**config.mk**
```make
export PLATFORM = sky130hd
export DESIGN_NAME = parity_enc_arbiter
export DESIGN_NICKNAME = d
export VERILOG_FILES = /design/src/rtl/parity_enc_arbiter.sv
export SDC_FILE = /design/constraint.sdc
export NUM_CORES = 1
export LEC_CHECK = 0
export BUFFER_PORTS_ARGS = -buffer_cell sky130_fd_sc_hd__buf_2
export CORE_ASPECT_RATIO = 1.2
export CORE_MARGIN = 2
export CORE_UTILIZATION = 48
export CTS_BUF_LIST = sky130_fd_sc_hd__clkbuf_16
export DETAILED_ROUTE_END_ITERATION = 12
export PLACE_DENSITY = 0.84
export SYNTH_ARGS = -nofsm -noshare
export SYNTH_HDL_FRONTEND = slang
export SYNTH_SLANG_ARGS = --single-unit
export TNS_END_PERCENT = 1
```
**constraint.sdc**
```tcl
create_clock -name clk -period 3.6 [get_ports clk]
set_input_delay 0.36 -clock clk [delete_from_list [all_inputs] [get_ports clk]]
set_output_delay 0.36 -clock clk [all_outputs]
set_load 0.02 [all_outputs]
```
**src/rtl/parity_enc_arbiter.sv**
```systemverilog
// parity_enc_arbiter: round-robin arbiter feeding a shared parity encoder into a one-entry valid/ready output register
module parity_enc_arbiter #(
    parameter int NREQ       = 4,
    parameter int ID_W       = 2,
    parameter int DATA_W     = 4,
    parameter int ODD_PARITY = 0,
    parameter int CNT_W      = 16
) (
    input  logic                   clk,
    input  logic                   rst_n,
    input  logic [NREQ-1:0]        req,
    input  logic [NREQ*DATA_W-1:0] req_data,
    output logic [NREQ-1:0]        gnt,
    output logic                   out_valid,
    input  logic                   out_ready,
    output logic [DATA_W:0]        out_data,
    output logic [ID_W-1:0]        out_id,
    output logic [CNT_W-1:0]       enc_count
);
    typedef enum logic {EMPTY, FULL} state_t;
    state_t            state_q, state_d;
    logic [ID_W-1:0]   ptr_q, ptr_d, id_q, id_d, sel, hi, lo;
    logic [DATA_W:0]   data_q, data_d;
    logic [CNT_W-1:0]  cnt_q, cnt_d;
    logic [DATA_W-1:0] word;
    logic              any_hi, any_lo, take;
    always_comb begin
        hi = '0;
        lo = '0;
        any_hi = 1'b0;
        any_lo = 1'b0;
        word = '0;
        // descending scan: the last hit is the lowest index, at/above ptr_q (hi) or overall (lo, the wrap case)
        for (int i = NREQ - 1; i >= 0; i--) begin
            if (req[i]) begin
                lo = ID_W'(i);
                any_lo = 1'b1;
                if (i >= int'(ptr_q)) begin
                    hi = ID_W'(i);
                    any_hi = 1'b1;
                end
            end
        end
        sel = any_hi ? hi : lo;
        take = rst_n && any_lo && (state_q == EMPTY || out_ready);
        for (int i = 0; i < NREQ; i++) begin
            gnt[i] = take && ID_W'(i) == sel;
            if (ID_W'(i) == sel) word = req_data[i*DATA_W +: DATA_W];
        end
        state_d = take ? FULL : (out_ready ? EMPTY : state_q);
        ptr_d = take ? (int'(sel) == NREQ - 1 ? '0 : sel + ID_W'(1)) : ptr_q;
        data_d = take ? {word, ^word ^ 1'(ODD_PARITY)} : data_q;
        id_d = take ? sel : id_q;
        cnt_d = cnt_q + CNT_W'(take);
    end
    always_ff @(posedge clk or negedge rst_n) begin
        if (!rst_n) begin
            state_q <= EMPTY;
            ptr_q <= '0;
            data_q <= '0;
            id_q <= '0;
            cnt_q <= '0;
        end else begin
            state_q <= state_d;
            ptr_q <= ptr_d;
            data_q <= data_d;
            id_q <= id_d;
            cnt_q <= cnt_d;
        end
    end
    assign out_valid = state_q == FULL;
    assign out_data = data_q;
    assign out_id = id_q;
    assign enc_count = cnt_q;
endmodule

```
==> impl_metrics.csv, run 1 <==
group,metric,value,unit
status,status,"finished, final reports clean",
floorplan,rows,21,
floorplan,core,2730,um2
grt,grt_pass1_wl,4840,um
timing,finalCritPeriodShare,74.5,%
power_and_ir_drop,p_comb_share,43.1,%
power_and_ir_drop,internal_power,731,uW
timing,relSlewSlack,70.5,%
yosys,synth_top_cell_area_share,48.6,%
yosys,yosysWarnings,0,
placed_design,gp_congestion,0.748,
critical_path,cp-end-kind,"flip-flop",
finish,num-fill-cells,239,
clock_network,worstSkewPairLatency,0.25,ns
clock_network,cts_buffers,3,
grt,antenna_found_initial,0,
yosys,ys_ff_latch,26,
yosys,synthFlopType,"dfrtp_1",
job,cap_violations,0,
yosys,synth-edff-count,0,
power_and_ir_drop,power_frac_seq,37.0,%
yosys,netlist_top_cells_count,"dfrtp_1 (26), inv_1 (9), nand3_1 (8), xnor2_1 (8), nor2_1 (7)",
finish,post-route-util,62.9,%
clock_network,postCtsSetupRepairBufs,0,
timing,min_period,2.68,ns
power_and_ir_drop,p_sw_share,37.6,%
yosys,synthMostInstantiatedCell,"dfrtp_1",
finish,drive_gt1_share,33.1,%
route,vias,1158,
finish,final_nets,212,
route,wl_per_cell,13.5,um
grt,grt_overflow,0,
finish,final_cells,215,
critical_path,critPathSlowestCell,"dfrtp_1",
route,via_per_inst,5.39,
clock_network,cts_hold_buf,0,
floorplan,num_io_pins,51,
critical_path,cp.arrival,2.86,ns
yosys,synthCells,127,
clock_network,cts_max_path_buffers,2,
yosys,synthDistinctLibCells,34,
clock_network,cts_tree,"yes",
critical_path,crit_required,3.78,ns
timing,fmax,373,MHz
power_and_ir_drop,p_sw,441,uW
route,drtAntennaViolNets,0,
clock_network,clock_sinks,26,
placed_design,dp_hpwl,2320,um
timing,finClkSkew,0.00380,ns
clock_network,cts_root_buffer,"clkbuf_16",
grt,grt_max_degree,27,
critical_path,worstPathCellList,"nor2b_1 -> a21o_1 -> a21oi_1 -> inv_1 -> ha_1 -> nor2b_1 -> a221o_1 -> a211o_1 -> a211o_1 -> a31oi_1",
clock_network,ctsHtreeMaxLevel,1,
finish,synthToLayoutAreaGrowth,28.3,%
finish,diodes,0,
clock_network,path_clk_slew,0.06,ns
route,drtIter0Drc,17,
placed_design,port_buffers,50,
yosys,syn_area,1340,um2
floorplan,start_util,49.0,%
floorplan,die_x,52.2,um
critical_path,cp_max_fo,5,
timing,finalHoldViolations,0,
hold_path,hold_class,"input port to asynchronous set/reset pin",
floorplan,die_h,61.9,um
yosys,synth_top_area_cell,"dfrtp_1",
yosys,synth_fp_nets,156,
timing,final-max-slew-violation-count,0,
placed_design,dp_cells,212,
yosys,ys_async_sr_fraction,100,%
critical_path,slowest_delay,0.41,ns
yosys,avgSynthCellArea,10.6,um2
route,drt-total-wl,2900,um
timing,tightest_slew,0.442,ns
timing,rsz0062_at_grt,"false",
grt,grt_usage,19.9,%
floorplan,die_area,3230,um2
power_and_ir_drop,peakVddDrop,0.000480,V
yosys,synthTopCellsByArea,"dfrtp_1 (49%), ha_1 (5.6%), xnor2_1 (5.2%), mux2_2 (4.2%), xor2_1 (3.9%)",
route,firstDrtPassIters,4,
finish,stdcell_area,1720,um2
yosys,yosysSeqAreaShare,48.6,%
critical_path,criticalPathCategory,"flip-flop to flip-flop",
critical_path,start_kind,"flip-flop",
timing,fin_setup_tns,0,ns
clock_network,cts_resized,0,
route,route.detailed.drc,0,
timing,finalSetupViolCount,0,
grt,grt_pass1_vias,1180,
placed_design,place_area,1640,um2
power_and_ir_drop,leakage,0.917,nW
power_and_ir_drop,power.density,681,nW/um2
power_and_ir_drop,power_frac_clock,19.8,%
[power by group through the flow]
stage | clock network (mW) | registers [mW] | logic [mW]
3_3_place_gp | 0 | 0.432 | 0.485
6_report | 0.232 | 0.434 | 0.505
4_1_cts | 0.240 | 0.433 | 0.510
5_1_grt | 0.248 | 0.445 | 0.560
3_5_place_dp | 0 | 0.438 | 0.507
2_1_floorplan | 0 | 0.516 | 0.268
[cell families (layout without fill, tap and decap cells)]
| family | after synthesis | after routing | synth area share [%] |
|---|---|---|---|
| XOR/XNOR | 14 | 14 | 9.15 |
| AO/OA/AOI/OAI | 26 | 26 | 14.0 |
| buffers and inverters | 10 | 64 | 2.80 |
| adder cells (fa/ha/maj) | 6 | 6 | 5.60 |
| multiplexers | 5 | 5 | 4.20 |
| flip-flops | 26 | 26 | 48.6 |
| AND/OR/NAND/NOR | 40 | 40 | 15.7 |
[critical path: cells and delay by family, from the launching register on]
family	cells	cell delay, ns
AO/OA/AOI/OAI	6	1.57
flip-flops	1	0.41
adder cells (fa/ha/maj)	1	0.21
buffers and inverters	1	0.11
AND/OR/NAND/NOR	2	0.31
[routing by layer]
layer  track usage, %  wire length [um]
met5                0                 0
met3             3.11               158
met2             38.9              1520
met4             8.06                35
met1             21.5              1190
[worst paths after layout]
kind                                from  slack (ns)  depth (start not counted)             to
setup / recovery                ptr_q[1]        0.92                         10    out_data[0]
hold / removal                     rst_n        0.14                          2   enc_count[6]
setup reg to reg                ptr_q[1]        0.92                         10    out_data[0]
hold reg to reg            enc_count[15]        0.46                          1  enc_count[15]
max in group asynchronous          rst_n        3.22                          2       ptr_q[0]
min in group clk               out_ready        0.31                          2      out_valid
[per-stage QoR]
| step | setup WS, ns | hold slack [ns] | power (mW) |
|---|---|---|---|
| finish | 0.917 | 0.136 | 1.17 |
| global route | 0.708 | 0.173 | 1.25 |
| CTS | 0.908 | 0.148 | 1.18 |
| detailed placement | 0.920 | 0.420 | 0.945 |
| global placement | 1.03 | 0.405 | 0.917 |
| floorplan | 1.14 | 0.0644 | 0.784 |
[placed cells by master (no fill, tap or decap), types with 6 or more instances in the layout]
cell	n
nor2_1	7
dfrtp_1	26
xor2_1	6
buf_2	50
ha_1	6
xnor2_1	8
inv_1	9
nand3_1	8
[sequential cells by signal (all words and copies together) (netlist names)]
signal     count
out_data       5
out_id         2
out_valid      1
enc_count     16
ptr_q          2
[cell type report]
type,instances,area (um2),area share [%]
Clock buffer,3,75.1,4.37
Inverter,9,33.8,1.97
Multi-Input combinational cell,91,652,37.9
Sequential cell,26,651,37.8
Tap cell,34,42.5,2.47
Timing Repair Buffer,52,265,15.4
No activity file was read; power rests on OpenSTA's default activity.
==> run 2, diff against run 1 <==
- ABC_AREA: not set -> 1
- PLACE_DENSITY: 0.84 -> 0.83
- clock period: 3.6 -> 2.76 ns (I/O delays scaled with it)
==> run 2 against run 1 <==
  * Non-clock buffer count stayed put
  * Clock-buffer cell count stayed put
  * Hold slack worse by 0.088 ns
  * Synthesized cell count is 41% higher
  * Critical endpoint is now gnt[3]
  * Routed wire length is 8.6% higher
  * Critical path depth is 1 lower
==> impl_metrics.csv, run 2 <==
group,metric,value,unit
placed_design,dp_cells,264,
critical_path,r2r_start,"ptr_q[0]",
clock_network,cts_root_buffer,"clkbuf_16",
timing,fmax,435,MHz
yosys,synthCells,179,
critical_path,start_kind,"flip-flop",
critical_path,crit_cells,9,
yosys,ys_ff_latch,26,
route,firstDrtPassIters,4,
timing,finalCritPeriodShare,83.3,%
power_and_ir_drop,peakVddDrop,0.000751,V
grt,antenna_found_initial,0,
clock_network,worstSkewPairLatency,0.25,ns
yosys,yosysWarnings,0,
timing,tightest_slew,0.313,ns
finish,synthToLayoutAreaGrowth,27.9,%
grt,grt_overflow,0,
finish,diodes,0,
placed_design,dp_hpwl,2520,um
yosys,netlist_top_cells_count,"nand2_1 (50), dfrtp_1 (26), inv_1 (19), nor2_1 (19), a21oi_1 (11)",
finish,stdcell_area,1870,um2
yosys,synth-edff-count,0,
clock_network,cts_resized,0,
status,status,"finished, final reports clean",
critical_path,worstPathCellList,"a21oi_1 -> nor2_1 -> o211ai_1 -> nand2_1 -> inv_1 -> ha_1 -> inv_1 -> nor2_1 -> buf_2",
critical_path,reg2reg_slack,0.51,ns
placed_design,place_area,1770,um2
placed_design,gp_congestion,0.696,
yosys,avgSynthCellArea,8.18,um2
route,drtIter0Drc,23,
timing,worst_slack,0.462,ns
critical_path,slowest_delay,0.40,ns
grt,grt_max_degree,27,
hold_path,hold_class,"input port to asynchronous set/reset pin",
placed_design,post-place-ws,0.481,ns
clock_network,cts_tree,"yes",
floorplan,die_h,64.5,um
power_and_ir_drop,total_power,1.79,mW
critical_path,r2r-end,"out_data[0]",
floorplan,die_area,3510,um2
route,route.detailed.drc,0,
clock_network,cts_buffers,3,
yosys,synthMuxAreaShare,0,%
yosys,synthDistinctLibCells,23,
yosys,synthMostInstantiatedCell,"nand2_1",
timing,fin_hold_ws,0.0481,ns
yosys,ys_async_sr_fraction,100,%
floorplan,rows,21,
critical_path,ff2ff_path_depth,17,
critical_path,cp.arrival,2.02,ns
critical_path,startpoint,"ptr_q[0]",
yosys,synth-compound-area-share,8.55,%
floorplan,num_io_pins,51,
yosys,synth_top_family_by_area,"simple AND/OR/NAND/NOR gates",
timing,min_period,2.30,ns
timing,finalSetupViolCount,0,
critical_path,critPathTopFamily,"buffers and inverters",
floorplan,start_util,51.6,%
clock_network,path_clk_slew,0.06,ns
placed_design,port_buffers,50,
timing,rsz0062_at_grt,"false",
timing,final-max-slew-violation-count,0,
route,wl_per_cell,11.7,um
critical_path,criticalPathCategory,"flip-flop to primary output",
floorplan,core,2840,um2
clock_network,cts_max_path_buffers,2,
timing,fin_setup_tns,0,ns
yosys,synthFlopType,"dfrtp_1",
clock_network,clock_sinks,26,
finish,num-fill-cells,261,
critical_path,critPathSlowestCell,"dfrtp_1",
yosys,synth_xor_area_share,7.18,%
floorplan,die_x,54.4,um
yosys,yosysSeqAreaShare,44.4,%
yosys,synth_fa_ha_area_share,5.13,%
critical_path,crit_required,2.48,ns
yosys,synth_top_area_cell,"dfrtp_1",
grt,grt_usage,19.5,%
critical_path,cp-end-kind,"primary output",
finish,largest_register_ffs,16,
timing,finalHoldViolations,0,
route,via_per_inst,5.04,
yosys,synth_fp_nets,208,
yosys,synthTopCellsByArea,"dfrtp_1 (44%), nand2_1 (13%), ha_1 (5.1%), inv_1 (4.9%), nor2_1 (4.9%)",
clock_network,postCtsSetupRepairBufs,0,
power_and_ir_drop,leakage,1.09,nW
critical_path,cp_max_fo,7,
grt,grt_pass1_wl,5090,um
route,vias,1351,
yosys,yosys.area_share.simple,29.2,%
yosys,synth_top_cell_area_share,44.4,%
finish,final_cell_mix,"nand2_1 (50), buf_2 (50), dfrtp_1 (26)",
grt,grt_pass1_vias,1285,
clock_network,ctsHtreeMaxLevel,1,
critical_path,endpoint,"gnt[3]",
finish,final_nets,264,
finish,drive_gt1_share,28.6,%
clock_network,cts_hold_buf,0,
power_and_ir_drop,power.density,957,nW/um2
finish,final_cells,268,
timing,relSlewSlack,79.2,%
timing,finClkSkew,0.00225,ns
route,drt-total-wl,3150,um
yosys,syn_area,1460,um2
critical_path,crit_buf_inv,3,
finish,post-route-util,66.0,%
route,drtAntennaViolNets,0,
job,cap_violations,0,
==> run 2: changes by cell type after synthesis, moves of 5 or more <==
cell | previous run | this run
a21oi_1 | 2 | 11
nand2_1 | 5 | 50
nor2_1 | 7 | 19
inv_1 | 9 | 19
mux2_2 | 5 | 0
and2_1 | 5 | 0
==> run 2: layer usage <==
| metal | global-route usage (%) | vias up | routed length [um] |
|---|---|---|---|
| li1 | - | 676 | - |
| met1 | 21.2 | 613 | 1240 |
| met2 | 35.7 | 55 | 1600 |
| met3 | 3.23 | 7 | 248 |
| met4 | 7.81 | 0 | 57 |
| met5 | 0 | - | 0 |
==> run 2: layout make-up <==
| class | count | area [um2] | area share [%] |
|---|---|---|---|
| inverters | 20 | 75.1 | 4.01 |
| repair buffers | 52 | 265 | 14.2 |
| flip-flops and latches | 26 | 651 | 34.8 |
| clock buffers | 3 | 75.1 | 4.01 |
| clock inverters | 1 | 30.0 | 1.60 |
| multi-input cells | 132 | 733 | 39.2 |
| well taps | 34 | 42.5 | 2.27 |
==> run 2: worst min-delay path by stage <==
stage | end | slack (ns) | cells past startpoint
after global routing | enc_count[7] | 0.08 | 2
final | enc_count[7] | 0.05 | 2
after floorplan | enc_count[0] | -0.02 | 0
after global placement | out_data[1] | 0.32 | 2
after CTS | ptr_q[1] | 0.06 | 2
after detailed placement | out_data[4] | 0.33 | 2
==> run 2: power by group <==
part / internal (mW) / switching, mW
sequential: 0.490 / 0.0882
clock: 0.288 / 0.119
combinational: 0.277 / 0.528
total: 1.06 / 0.735
==> run 2: logic make-up after synthesis <==
group                    Yosys count
flip-flops                        26
AND/OR/NAND/NOR                   91
adder cells (fa/ha/maj)            6
AO/OA/AOI/OAI                     23
buffers and inverters             21
XOR/XNOR                          12
==> run 2: worst register-to-register path, delay by kind of cell (launching register included) <==
kind            cells  cell delay, ns
compound gates      2            0.30
fa+ha+maj           1            0.26
simple gates       11            0.89
flops               1            0.40
buf+inv             3            0.30
